===== config.mk =====
export PLATFORM = sky130hd
export DESIGN_NAME = alu_result_stage_flat
export DESIGN_NICKNAME = d
export VERILOG_FILES = /design/src/rtl/alu_pkg.sv /design/src/rtl/alu_result_stage_if.sv /design/src/rtl/alu_flag_gen.sv /design/src/rtl/alu_result_stage.sv /design/src/flat_wrapper.sv
export SDC_FILE = /design/constraint.sdc
export NUM_CORES = 1
export LEC_CHECK = 0
export CELL_PAD_IN_SITES_DETAIL_PLACEMENT = 0
export CELL_PAD_IN_SITES_GLOBAL_PLACEMENT = 1
export CORE_MARGIN = 2
export CORE_UTILIZATION = 45
export CTS_BUF_LIST = sky130_fd_sc_hd__clkbuf_2 sky130_fd_sc_hd__clkbuf_4 sky130_fd_sc_hd__clkbuf_8
export CTS_CLUSTER_SIZE = 10
export DETAILED_ROUTE_END_ITERATION = 6
export PLACE_DENSITY = 0.85
export SETUP_SLACK_MARGIN = 0.5
export SYNTH_ARGS = -nofsm -noshare
export SYNTH_HDL_FRONTEND = slang
export SYNTH_HIERARCHICAL = 1
export SYNTH_SLANG_ARGS = --single-unit

===== constraint.sdc =====
create_clock -name clk -period 2.4 [get_ports clk]
set_input_delay 0.24 -clock clk [delete_from_list [all_inputs] [get_ports clk]]
set_output_delay 0.24 -clock clk [all_outputs]
set_load 0.01 [all_outputs]

===== src/rtl/alu_pkg.sv =====
// Shared ALU definitions: widths, flag bit positions and opcodes.
// Imported by the ALU, its result stage and the benches.
package alu_pkg;
    localparam int ALU_DATA_W = 16;
    localparam int ALU_OP_W   = 3;

    localparam int FLAG_Z  = 0;
    localparam int FLAG_N  = 1;
    localparam int FLAG_C  = 2;
    localparam int FLAG_P  = 3;
    localparam int FLAGS_W = 4;

    typedef logic [FLAGS_W-1:0] flags_t;

    localparam logic [ALU_OP_W-1:0] OP_ADD = 3'b000;
    localparam logic [ALU_OP_W-1:0] OP_SUB = 3'b001;
    localparam logic [ALU_OP_W-1:0] OP_AND = 3'b010;
    localparam logic [ALU_OP_W-1:0] OP_OR  = 3'b011;
    localparam logic [ALU_OP_W-1:0] OP_XOR = 3'b100;
    localparam logic [ALU_OP_W-1:0] OP_NOT = 3'b101;
    localparam logic [ALU_OP_W-1:0] OP_SHL = 3'b110;
    localparam logic [ALU_OP_W-1:0] OP_SHR = 3'b111;
endpackage


===== src/rtl/alu_result_stage_if.sv =====
// Valid/ready bus between the ALU, the result stage and its consumer.
// master drives results in and takes them out; slave is the stage.
interface alu_result_stage_if
    import alu_pkg::*;
#(
    parameter int DATA_W = ALU_DATA_W,
    parameter int OP_W   = ALU_OP_W
);
    logic              in_valid;
    logic              in_ready;
    logic [OP_W-1:0]   in_op;
    logic [DATA_W-1:0] in_result;
    logic [DATA_W:0]   in_carry;

    logic              out_valid;
    logic              out_ready;
    logic [OP_W-1:0]   out_op;
    logic [DATA_W-1:0] out_result;
    flags_t            out_flags;

    modport master (
        output in_valid, in_op, in_result, in_carry, out_ready,
        input  in_ready, out_valid, out_op, out_result, out_flags
    );

    modport slave (
        input  in_valid, in_op, in_result, in_carry, out_ready,
        output in_ready, out_valid, out_op, out_result, out_flags
    );
endinterface


===== src/rtl/alu_flag_gen.sv =====
// Combinational status flags {P,C,N,Z} from an ALU result and carry vector.
// Only the carry out of the top bit matters; lower carries are ignored.
module alu_flag_gen
    import alu_pkg::*;
#(
    parameter int DATA_W = ALU_DATA_W
) (
    input  logic [DATA_W-1:0] result,
    input  logic [DATA_W:0]   carry,
    output flags_t            flags
);
    logic unused_carry;

    assign unused_carry = ^carry[DATA_W-1:0];

    always_comb begin
        flags         = '0;
        flags[FLAG_Z] = (result == '0);
        flags[FLAG_N] = result[DATA_W-1];
        flags[FLAG_C] = carry[DATA_W];
        flags[FLAG_P] = ^result;
    end
endmodule


===== src/rtl/alu_result_stage.sv =====
// Registered ALU result stage: tags results with flags and buffers them
// in a small first-word-fall-through FIFO behind a valid/ready handshake.
module alu_result_stage
    import alu_pkg::*;
#(
    parameter int DATA_W = ALU_DATA_W,
    parameter int DEPTH  = 4,
    parameter int OP_W   = ALU_OP_W
) (
    input  logic                     clk,
    input  logic                     rst_n,
    input  logic                     clr,
    alu_result_stage_if.slave        bus,
    output logic [$clog2(DEPTH):0]   out_count,
    output logic [15:0]              accept_cnt
);
    localparam int AW = $clog2(DEPTH);
    localparam int CW = AW + 1;

    logic [OP_W-1:0]   op_mem  [DEPTH];
    logic [DATA_W-1:0] res_mem [DEPTH];
    flags_t            flg_mem [DEPTH];

    logic [AW-1:0] wr_ptr;
    logic [AW-1:0] rd_ptr;
    logic [CW-1:0] count;
    flags_t        in_flags;
    logic          push;
    logic          pop;

    alu_flag_gen #(
        .DATA_W (DATA_W)
    ) u_flag_gen (
        .result (bus.in_result),
        .carry  (bus.in_carry),
        .flags  (in_flags)
    );

    assign bus.in_ready  = (count != CW'(DEPTH));
    assign bus.out_valid = (count != '0);
    assign push = bus.in_valid && bus.in_ready;
    assign pop  = bus.out_valid && bus.out_ready;

    // Head is masked so stale storage never leaks after a flush.
    assign bus.out_op     = bus.out_valid ? op_mem[rd_ptr]  : '0;
    assign bus.out_result = bus.out_valid ? res_mem[rd_ptr] : '0;
    assign bus.out_flags  = bus.out_valid ? flg_mem[rd_ptr] : '0;

    assign out_count = count;

    always_ff @(posedge clk or negedge rst_n) begin
        if (!rst_n) begin
            for (int i = 0; i < DEPTH; i++) begin
                op_mem[i]  <= '0;
                res_mem[i] <= '0;
                flg_mem[i] <= '0;
            end
            wr_ptr     <= '0;
            rd_ptr     <= '0;
            count      <= '0;
            accept_cnt <= '0;
        end else if (clr) begin
            wr_ptr     <= '0;
            rd_ptr     <= '0;
            count      <= '0;
            accept_cnt <= '0;
        end else begin
            if (push) begin
                op_mem[wr_ptr]  <= bus.in_op;
                res_mem[wr_ptr] <= bus.in_result;
                flg_mem[wr_ptr] <= in_flags;
                wr_ptr          <= wr_ptr + AW'(1);
                if (accept_cnt != 16'hFFFF) begin
                    accept_cnt <= accept_cnt + 16'd1;
                end
            end
            if (pop) begin
                rd_ptr <= rd_ptr + AW'(1);
            end
            case ({push, pop})
                2'b10:   count <= count + CW'(1);
                2'b01:   count <= count - CW'(1);
                default: count <= count;
            endcase
        end
    end
endmodule


===== src/flat_wrapper.sv =====
// flat-port wrapper written by rule: the top's interface ports become plain ports
module alu_result_stage_flat import alu_pkg::*;
#(
    parameter int DATA_W = ALU_DATA_W,
    parameter int DEPTH  = 4,
    parameter int OP_W   = ALU_OP_W
)
  (clk, rst_n, clr, out_count, accept_cnt, bus_in_valid, bus_in_op, bus_in_result, bus_in_carry, bus_out_ready, bus_in_ready, bus_out_valid, bus_out_op, bus_out_result, bus_out_flags);
  alu_result_stage_if #(.DATA_W(DATA_W), .OP_W(OP_W)) bus_i ();
  input  logic clk;
  input  logic rst_n;
  input  logic clr;
  output logic [$clog2(DEPTH):0] out_count;
  output logic [15:0] accept_cnt;
  input wire logic [$bits(bus_i.in_valid)-1:0] bus_in_valid;
  input wire logic [$bits(bus_i.in_op)-1:0] bus_in_op;
  input wire logic [$bits(bus_i.in_result)-1:0] bus_in_result;
  input wire logic [$bits(bus_i.in_carry)-1:0] bus_in_carry;
  input wire logic [$bits(bus_i.out_ready)-1:0] bus_out_ready;
  output wire logic [$bits(bus_i.in_ready)-1:0] bus_in_ready;
  output wire logic [$bits(bus_i.out_valid)-1:0] bus_out_valid;
  output wire logic [$bits(bus_i.out_op)-1:0] bus_out_op;
  output wire logic [$bits(bus_i.out_result)-1:0] bus_out_result;
  output wire logic [$bits(bus_i.out_flags)-1:0] bus_out_flags;
  assign bus_i.in_valid = bus_in_valid;
  assign bus_i.in_op = bus_in_op;
  assign bus_i.in_result = bus_in_result;
  assign bus_i.in_carry = bus_in_carry;
  assign bus_i.out_ready = bus_out_ready;
  assign bus_in_ready = bus_i.in_ready;
  assign bus_out_valid = bus_i.out_valid;
  assign bus_out_op = bus_i.out_op;
  assign bus_out_result = bus_i.out_result;
  assign bus_out_flags = bus_i.out_flags;
  alu_result_stage #(.DATA_W(DATA_W), .DEPTH(DEPTH), .OP_W(OP_W)) u_core (.clk(clk), .rst_n(rst_n), .clr(clr), .bus(bus_i), .out_count(out_count), .accept_cnt(accept_cnt));
endmodule

# Word level (Yosys, flattened, before mapping)
# Cells that the tools add are included.
# totals
register_bits	115
inputBits	41
out_inout_bits	44
elab_cells	73
# op_classes
addsub	5
magnitude_cmp	3
n_eq_ne	4
muxes	30
bitwise	3
reduce_logical	12
# ops
operator	count
16-bit 2-to-1 mux	7
64-bit bitwise mux	1
16-bit binary-select mux with 2-bit select	1
16-bit demux with 2-bit select	1
16-bit by 1-bit adder with 16-bit output (second input constant)	1
16-bit bitwise mux	1
16-bit zero test	1
4-bit 2-to-1 mux	4
16-bit != test (second input constant)	1
16-bit parity	1
3-bit 2-to-1 mux	5
12-bit bitwise mux	1
4-bit binary-select mux with 2-bit select	1
4-bit demux with 2-bit select	1
2-bit 2-to-1 mux	4
3-bit binary-select mux with 2-bit select	1
3-bit demux with 2-bit select	1
3-bit >= comparator (second input constant)	2
2-bit inverter with 3-bit output	2
3-bit one-hot mux with 2 select lines	1
2-bit nonzero test	3
3-bit nonzero test	2
2-bit by 1-bit adder with 2-bit output (second input constant)	2
2-bit AND reduction	2
8 further kinds	10

# Longest topological paths before layout
# depth
ltp_word	6
ltp_mapped	8
depth_no_buf	7

# Modules after synthesis
# The synthesis kept the hierarchy.
# modules_own_cells
module	n_inst	cells_each	area_each_um2	seq_area_each_um2
alu_result_stage	1	387	5500.3	2877.8
alu_flag_gen	1	36	252.7	0.0

# Worst setup path after synthesis
# OpenSTA, ideal clock, no wires.
# synth_path
path_kind	register to register
startpoint	reg u_core.count[0], in the netlist u_core/out_count[0]
endpoint	reg u_core.count[2], in the netlist u_core/out_count[2]
setup_ps	132
arrival_time_ps	1827
t_required_ps	2268
slack_ps	441
stages_incl_launch_ff	9
n_path_buf	1
synth_period_minus_slack_ps	1959
cell_sequence	dfrtp_1 > or3b_1 > buf_4 > a21o_1 > inv_1 > fa_1 > mux2i_1 > xnor2_1 > nor2_1
# synth_between
elab_chain_len	5
elab_cells_between_ends	11
cone_classes	add/sub: 2; eq/ne: 3; mux: 2; reduce/logical: 4
# synth_lines
item	line	text
from (decl)	alu_result_stage.sv:26	logic [CW-1:0] count;
from (signal assigned)	alu_result_stage.sv:81	2'b10: count <= count + CW'(1);
from (signal assigned)	alu_result_stage.sv:82	2'b01: count <= count - CW'(1);
from (signal assigned)	alu_result_stage.sv:83	default: count <= count;
3-bit != test *	alu_result_stage.sv:39	assign bus.in_ready = (count != CW'(DEPTH));
named net bus_in_ready	flat_wrapper.sv:20	output wire logic [$bits(bus_i.in_ready)-1:0] bus_in_ready;
1-bit logical AND *	alu_result_stage.sv:41	assign push = bus.in_valid && bus.in_ready;
2-bit by 1-bit == test with 1-bit output or 2-bit == test (tied branches)	alu_result_stage.sv:80	case ({push, pop})
3-bit one-hot mux with 2 select lines	alu_result_stage.sv:80	
3-bit 2-to-1 mux	alu_result_stage.sv:62	end else if (clr) begin
# The timed path passes the listed nets; every way through them passes the cells marked *.
# A chain may end at the register's enable or synchronous reset.

# Worst setup path in the final report
# layout_path
startpoint	reg u_core.rd_ptr[0]
endpoint	out bus_out_op[0]
# layout_between
elab_chain_len	5
# layout_lines
item	line	text
from (decl)	alu_result_stage.sv:25	logic [AW-1:0] rd_ptr;
from (signal assigned)	alu_result_stage.sv:78	rd_ptr <= rd_ptr + AW'(1);
2-bit inverter with 3-bit output (not written as such)	alu_result_stage.sv:45	assign bus.out_op = bus.out_valid ? op_mem[rd_ptr] : '0;
3-bit binary-select mux with 2-bit select	alu_result_stage.sv:45	
3-bit 2-to-1 mux (not written as such) (2 in series)	alu_result_stage.sv:45	
3-bit 2-to-1 mux	alu_result_stage.sv:45	
to (decl)	flat_wrapper.sv:22	output wire logic [$bits(bus_i.out_op)-1:0] bus_out_op;
# No other way between the ends. The select of a mux whose other input is x is not followed.

==> tab_implementation.tex <==
\begin{tabular}{lr}
\hline
Metric & Value \\
\hline
\multicolumn{2}{l}{\textbf{Critical path}} \\
\quad Startpoint Class & flop \\
\quad Worst R2R Path Depth & 8 \\
\quad Highest cell delay on the worst timing path & 0.50 ns \\
\quad Crit path arrival time & 1.95 ns \\
\quad FF-to-FF End & u\_core/flg\_mem[11]\$\_DFFE\_PN0P\_ \\
\quad Startpoint-to-endpoint class of the critical path & reg2out \\
\quad Setup crit start & u\_core/rd\_ptr[0]\$\_DFFE\_PN0P\_ \\
\quad Ordered cell list for the critical path & buf\_6, buf\_12, buf\_16, mux4\_2, and2\_4, buf\_6 \\
\quad Critical Path Sink Type & primary output \\
\quad Beginning of the worst register-to-register path & u\_core/out\_count[0]\$\_DFFE\_PN0P\_ \\
\quad Slowest-stage cell, CP & sky130\_fd\_sc\_hd\_\_mux4\_2 \\
\quad Most common cell on crit path & sky130\_fd\_sc\_hd\_\_buf\_6 \\
\quad Register-to-register path setup slack & 0.41 ns \\
\quad Maximum fanout count along the critical path & 8 \\
\quad Required time at the endpoint of the critical path & 2.16 ns \\
\multicolumn{2}{l}{\textbf{Clock tree}} \\
\quad Clock tree from TritonCTS & done \\
\quad \# H-tree levels & 4 \\
\quad Clock slew at reported path FFs & 0.07 ns \\
\quad Root Buffer & sky130\_fd\_sc\_hd\_\_clkbuf\_8 \\
\quad Total CTS buffers & 17 \\
\quad Clock latency on the worst-skew pair & 0.43 ns \\
\quad Clk sink count & 115 \\
\quad Maximum buffer depth of the clock tree & 2 \\
\multicolumn{2}{l}{\textbf{Final layout}} \\
\quad Finished Layout Cells & 717 \\
\quad Final core utilization & 62.3\% \\
\quad Antenna diode instance count & 0 \\
\quad Synth-to-layout area growth & 36.2\% \\
\quad Fraction of final layout cells with drive strength greater than 1 & 45.5\% \\
\quad Number of nets in the layout & 590 \\
\multicolumn{2}{l}{\textbf{STA}} \\
\quad Relative slew slack & 62.8\% \\
\quad \# setup viols final & 0 \\
\quad Setup total negative slack & 0 ns \\
\quad Final Hold Slack & 0.253 ns \\
\quad Hold Fails Final Rpt & 0 \\
\quad Period Utilization, post-route & 91.3\% \\
\quad Tightest Pin Transition & 0.557 ns \\
\quad Timing-limited maximum frequency & 456 MHz \\
\quad Worst clock skew & 0.0115 ns \\
\quad Pins Over Slew Limit & 0 \\
\quad Minimum period implied by the final worst setup slack & 2.19 ns \\
\quad Unrepaired setup endpoints after global routing & true \\
\multicolumn{2}{l}{\textbf{GRT}} \\
\quad Vias in the first global route & 3,932 \\
\quad Pin count of the biggest net entering global routing & 57 \\
\quad Overall Global Routing Usage & 20.3\% \\
\quad Congestion Overflow GR & 0 \\
\quad Global-route wire length before repair & 20,700 µm \\
\quad Initial antenna violation count & 0 \\
\multicolumn{2}{l}{\textbf{Synth}} \\
\quad Share of the synthesized area in compound gates (AO/OA/AOI/OAI) & 2.59\% \\
\quad Post-synthesis instance area & 0.00575 mm² \\
\quad Main combinational cell family by area after synthesis & multiplexers \\
\quad Leading post-synthesis cells by instance count & 115 x sky130\_fd\_sc\_hd\_\_dfrtp\_1, 74 x sky130\_fd\_sc\_hd\_\_mux2\_2, 23 x sky130\_fd\_sc\_hd\_\_and2\_1, 23 x sky130\_fd\_sc\_hd\_\_mux4\_2, 21 x sky130\_fd\_sc\_hd\_\_inv\_1 \\
\quad Average cell area after synthesis & 13.6 µm² \\
\quad Async set-or-reset flop fraction in the synthesized netlist & 100\% \\
\quad Xor/xnor share of the synthesized area & 3.35\% \\
\quad Post-synthesis cell type with the largest combined area & sky130\_fd\_sc\_hd\_\_dfrtp\_1 \\
\quad Area fraction in and, or, nand and nor cells after synthesis & 9.44\% \\
\quad Net count after synthesis & 478 \\
\quad Commonest register cell after synthesis & sky130\_fd\_sc\_hd\_\_dfrtp\_1 \\
\quad Cell with the most instances after synthesis & sky130\_fd\_sc\_hd\_\_dfrtp\_1 \\
\quad Share of the synthesized area in the top cell type & 50.0\% \\
\quad Adder and majority cell fraction of the synthesized area & 3.18\% \\
\quad Count of synthesis-stage warnings from yosys & 6 \\
\quad Number of different library cells in the post-synthesis netlist & 42 \\
\quad Multiplexer share of the synthesized area & 27.5\% \\
\quad Seq/Total Area, Yosys & 50.0\% \\
\quad Flop and latch count out of synthesis & 115 \\
\quad Count of flip-flops with a built-in enable after synthesis & 0 \\
\quad Most area-consuming cells after synthesis & sky130\_fd\_sc\_hd\_\_dfrtp\_1 50\%, sky130\_fd\_sc\_hd\_\_mux2\_2 14\%, sky130\_fd\_sc\_hd\_\_mux4\_2 9.0\% \\
\quad Cell count after synthesis & 423 \\
\multicolumn{2}{l}{\textbf{Placement}} \\
\quad Input/output buffers & 68 \\
\quad Global placer's final weighted congestion & 0.798 \\
\quad Total half-perimeter wirelength after legalization and detailed placement & 7930 µm \\
\quad Placed Cells & 655 \\
\multicolumn{2}{l}{\textbf{Floorplan}} \\
\quad Initial standard-cell utilization of the core & 45.8\% \\
\quad Boundary Pins & 85 \\
\quad Y dimension of the die & 117 µm \\
\quad Placement row count & 41 \\
\quad Core region area & 0.0126 mm² \\
\quad Die width & 117 µm \\
\quad Overall die area & 0.0137 mm² \\
\multicolumn{2}{l}{\textbf{Pwr}} \\
\quad Worst voltage drop across the vdd grid & 0.000536 V \\
\quad Static Leakage & 3.60 nW \\
\quad Power per standard cell area & 1110 mW/mm² \\
\multicolumn{2}{l}{\textbf{Routing}} \\
\quad DR pass1 iterations & 4 \\
\quad Via Count & 3,839 \\
\quad ANT nets after route & 0 \\
\quad Total routed wirelength & 14,100 µm \\
\quad Wire per inst & 19.7 µm \\
\quad Vias per Instance & 5.35 \\
\quad Number of design-rule violations left by the first detailed-router iteration & 198 \\
\quad Number of remaining DRC errors & 0 \\
\multicolumn{2}{l}{\textbf{Flow run}} \\
\quad Max Cap Violations & 0 \\
\multicolumn{2}{l}{\textbf{Worst hold path}} \\
\quad Worst hold path class & in2async \\
\multicolumn{2}{l}{\textbf{Outcome}} \\
\quad Result of the run & completed \\
\hline
\end{tabular}
==> final cells by class <==
type / instances / area (µm²)
Clock buffer: 24 / 318
Tap cell: 172 / 215
Multi-Input combinational cell: 267 / 2990
Clock inverter: 5 / 75.1
Fill cell: 938 / 4730
Inverter: 21 / 78.8
Timing Repair Buffer: 113 / 1270
Sequential cell: 115 / 2890
==> kinds of logic (layout without fill, tap and decap cells) <==
group	count (synthesis)	count (layout)
buf+inv	45	163
flops	115	115
compound gates	21	21
xor+xnor	22	22
simple gates	88	92
mux	118	118
fa+ha+maj	14	14
==> power breakdown <==
group / switching (mW) / internal, mW / leakage (nW)
combinational: 1.44 / 2.38 / 1.92
sequential: 0.393 / 2.66 / 1.47
clock: 0.735 / 1.06 / 0.207
==> per-layer routing <==
metal	global-route usage [%]	wire length (µm)	up-vias
met5	0	0	-
met4	4.47	221	0
met3	6.54	631	19
met2	33.9	7140	97
met1	26.0	6130	1993
li1	-	-	1730
==> metrics by stage <==
step	power [mW]	area [µm²]	setup slack [ns]
global route	9.16	7830	0.114
floorplan	4.85	5760	0.474
CTS	8.18	7330	0.178
detailed placement	6.06	6690	0.272
finish	8.67	7830	0.209
global placement	5.90	6690	0.317
==> worst max-delay path: cells and delay by family (launching register included) <==
family,cells,cell delay (ns)
muxes,1,0.50
and+or+nand+nor,1,0.15
DFF,1,0.41
buffers and inverters,4,0.45
==> worst max path at each step <==
| stage | endpoint | depth (start not counted) |
|---|---|---|
| final | bus_out_op[0] | 6 |
| after global placement | u_core/out_count[2]$_DFFE_PN0P_ | 7 |
| after CTS | bus_out_result[11] | 6 |
| after floorplan | u_core/out_count[2]$_DFFE_PN0P_ | 8 |
| after detailed placement | u_core/flg_mem[7]$_DFFE_PN0P_ | 7 |
| after global routing | bus_out_result[8] | 6 |
==> placed cells by master (no fill, tap or decap), types with 6 or more instances in the layout <==
master                              n
sky130_fd_sc_hd__mux2_4            33
sky130_fd_sc_hd__buf_6             24
sky130_fd_sc_hd__inv_1             20
sky130_fd_sc_hd__nand2_1            8
sky130_fd_sc_hd__mux4_2            23
sky130_fd_sc_hd__mux2_1            14
sky130_fd_sc_hd__buf_2              6
sky130_fd_sc_hd__clkbuf_8          22
sky130_fd_sc_hd__buf_4             21
sky130_fd_sc_hd__clkdlybuf4s50_1   41
sky130_fd_sc_hd__nand3_1            9
sky130_fd_sc_hd__a21oi_1            7
sky130_fd_sc_hd__dfrtp_1          109
sky130_fd_sc_hd__and2_4            19
sky130_fd_sc_hd__dfrtp_2            6
sky130_fd_sc_hd__buf_12            10
sky130_fd_sc_hd__and2_1             6
sky130_fd_sc_hd__ha_1              12
sky130_fd_sc_hd__mux2_2            45
sky130_fd_sc_hd__xnor2_1           19
sky130_fd_sc_hd__nor2_1            19
==> state kept, by name (all words and copies together), names as in the netlist <==
register / count
u_core/out_count: 3
u_core/flg_mem: 16
u_core/op_mem: 12
u_core/rd_ptr: 2
u_core/wr_ptr: 2
u_core/res_mem: 64
u_core/accept_cnt: 16
==> timing repair <==
action	in CTS	in global routing
setup endpoints to repair	97	90
hold endpoints to repair	24	0
setup buffers	15	7
pin swaps	17	8
hold buffers	1	0
resized for setup	135	65
gates cloned	2	8
Power figures use the tool's default switching activity.
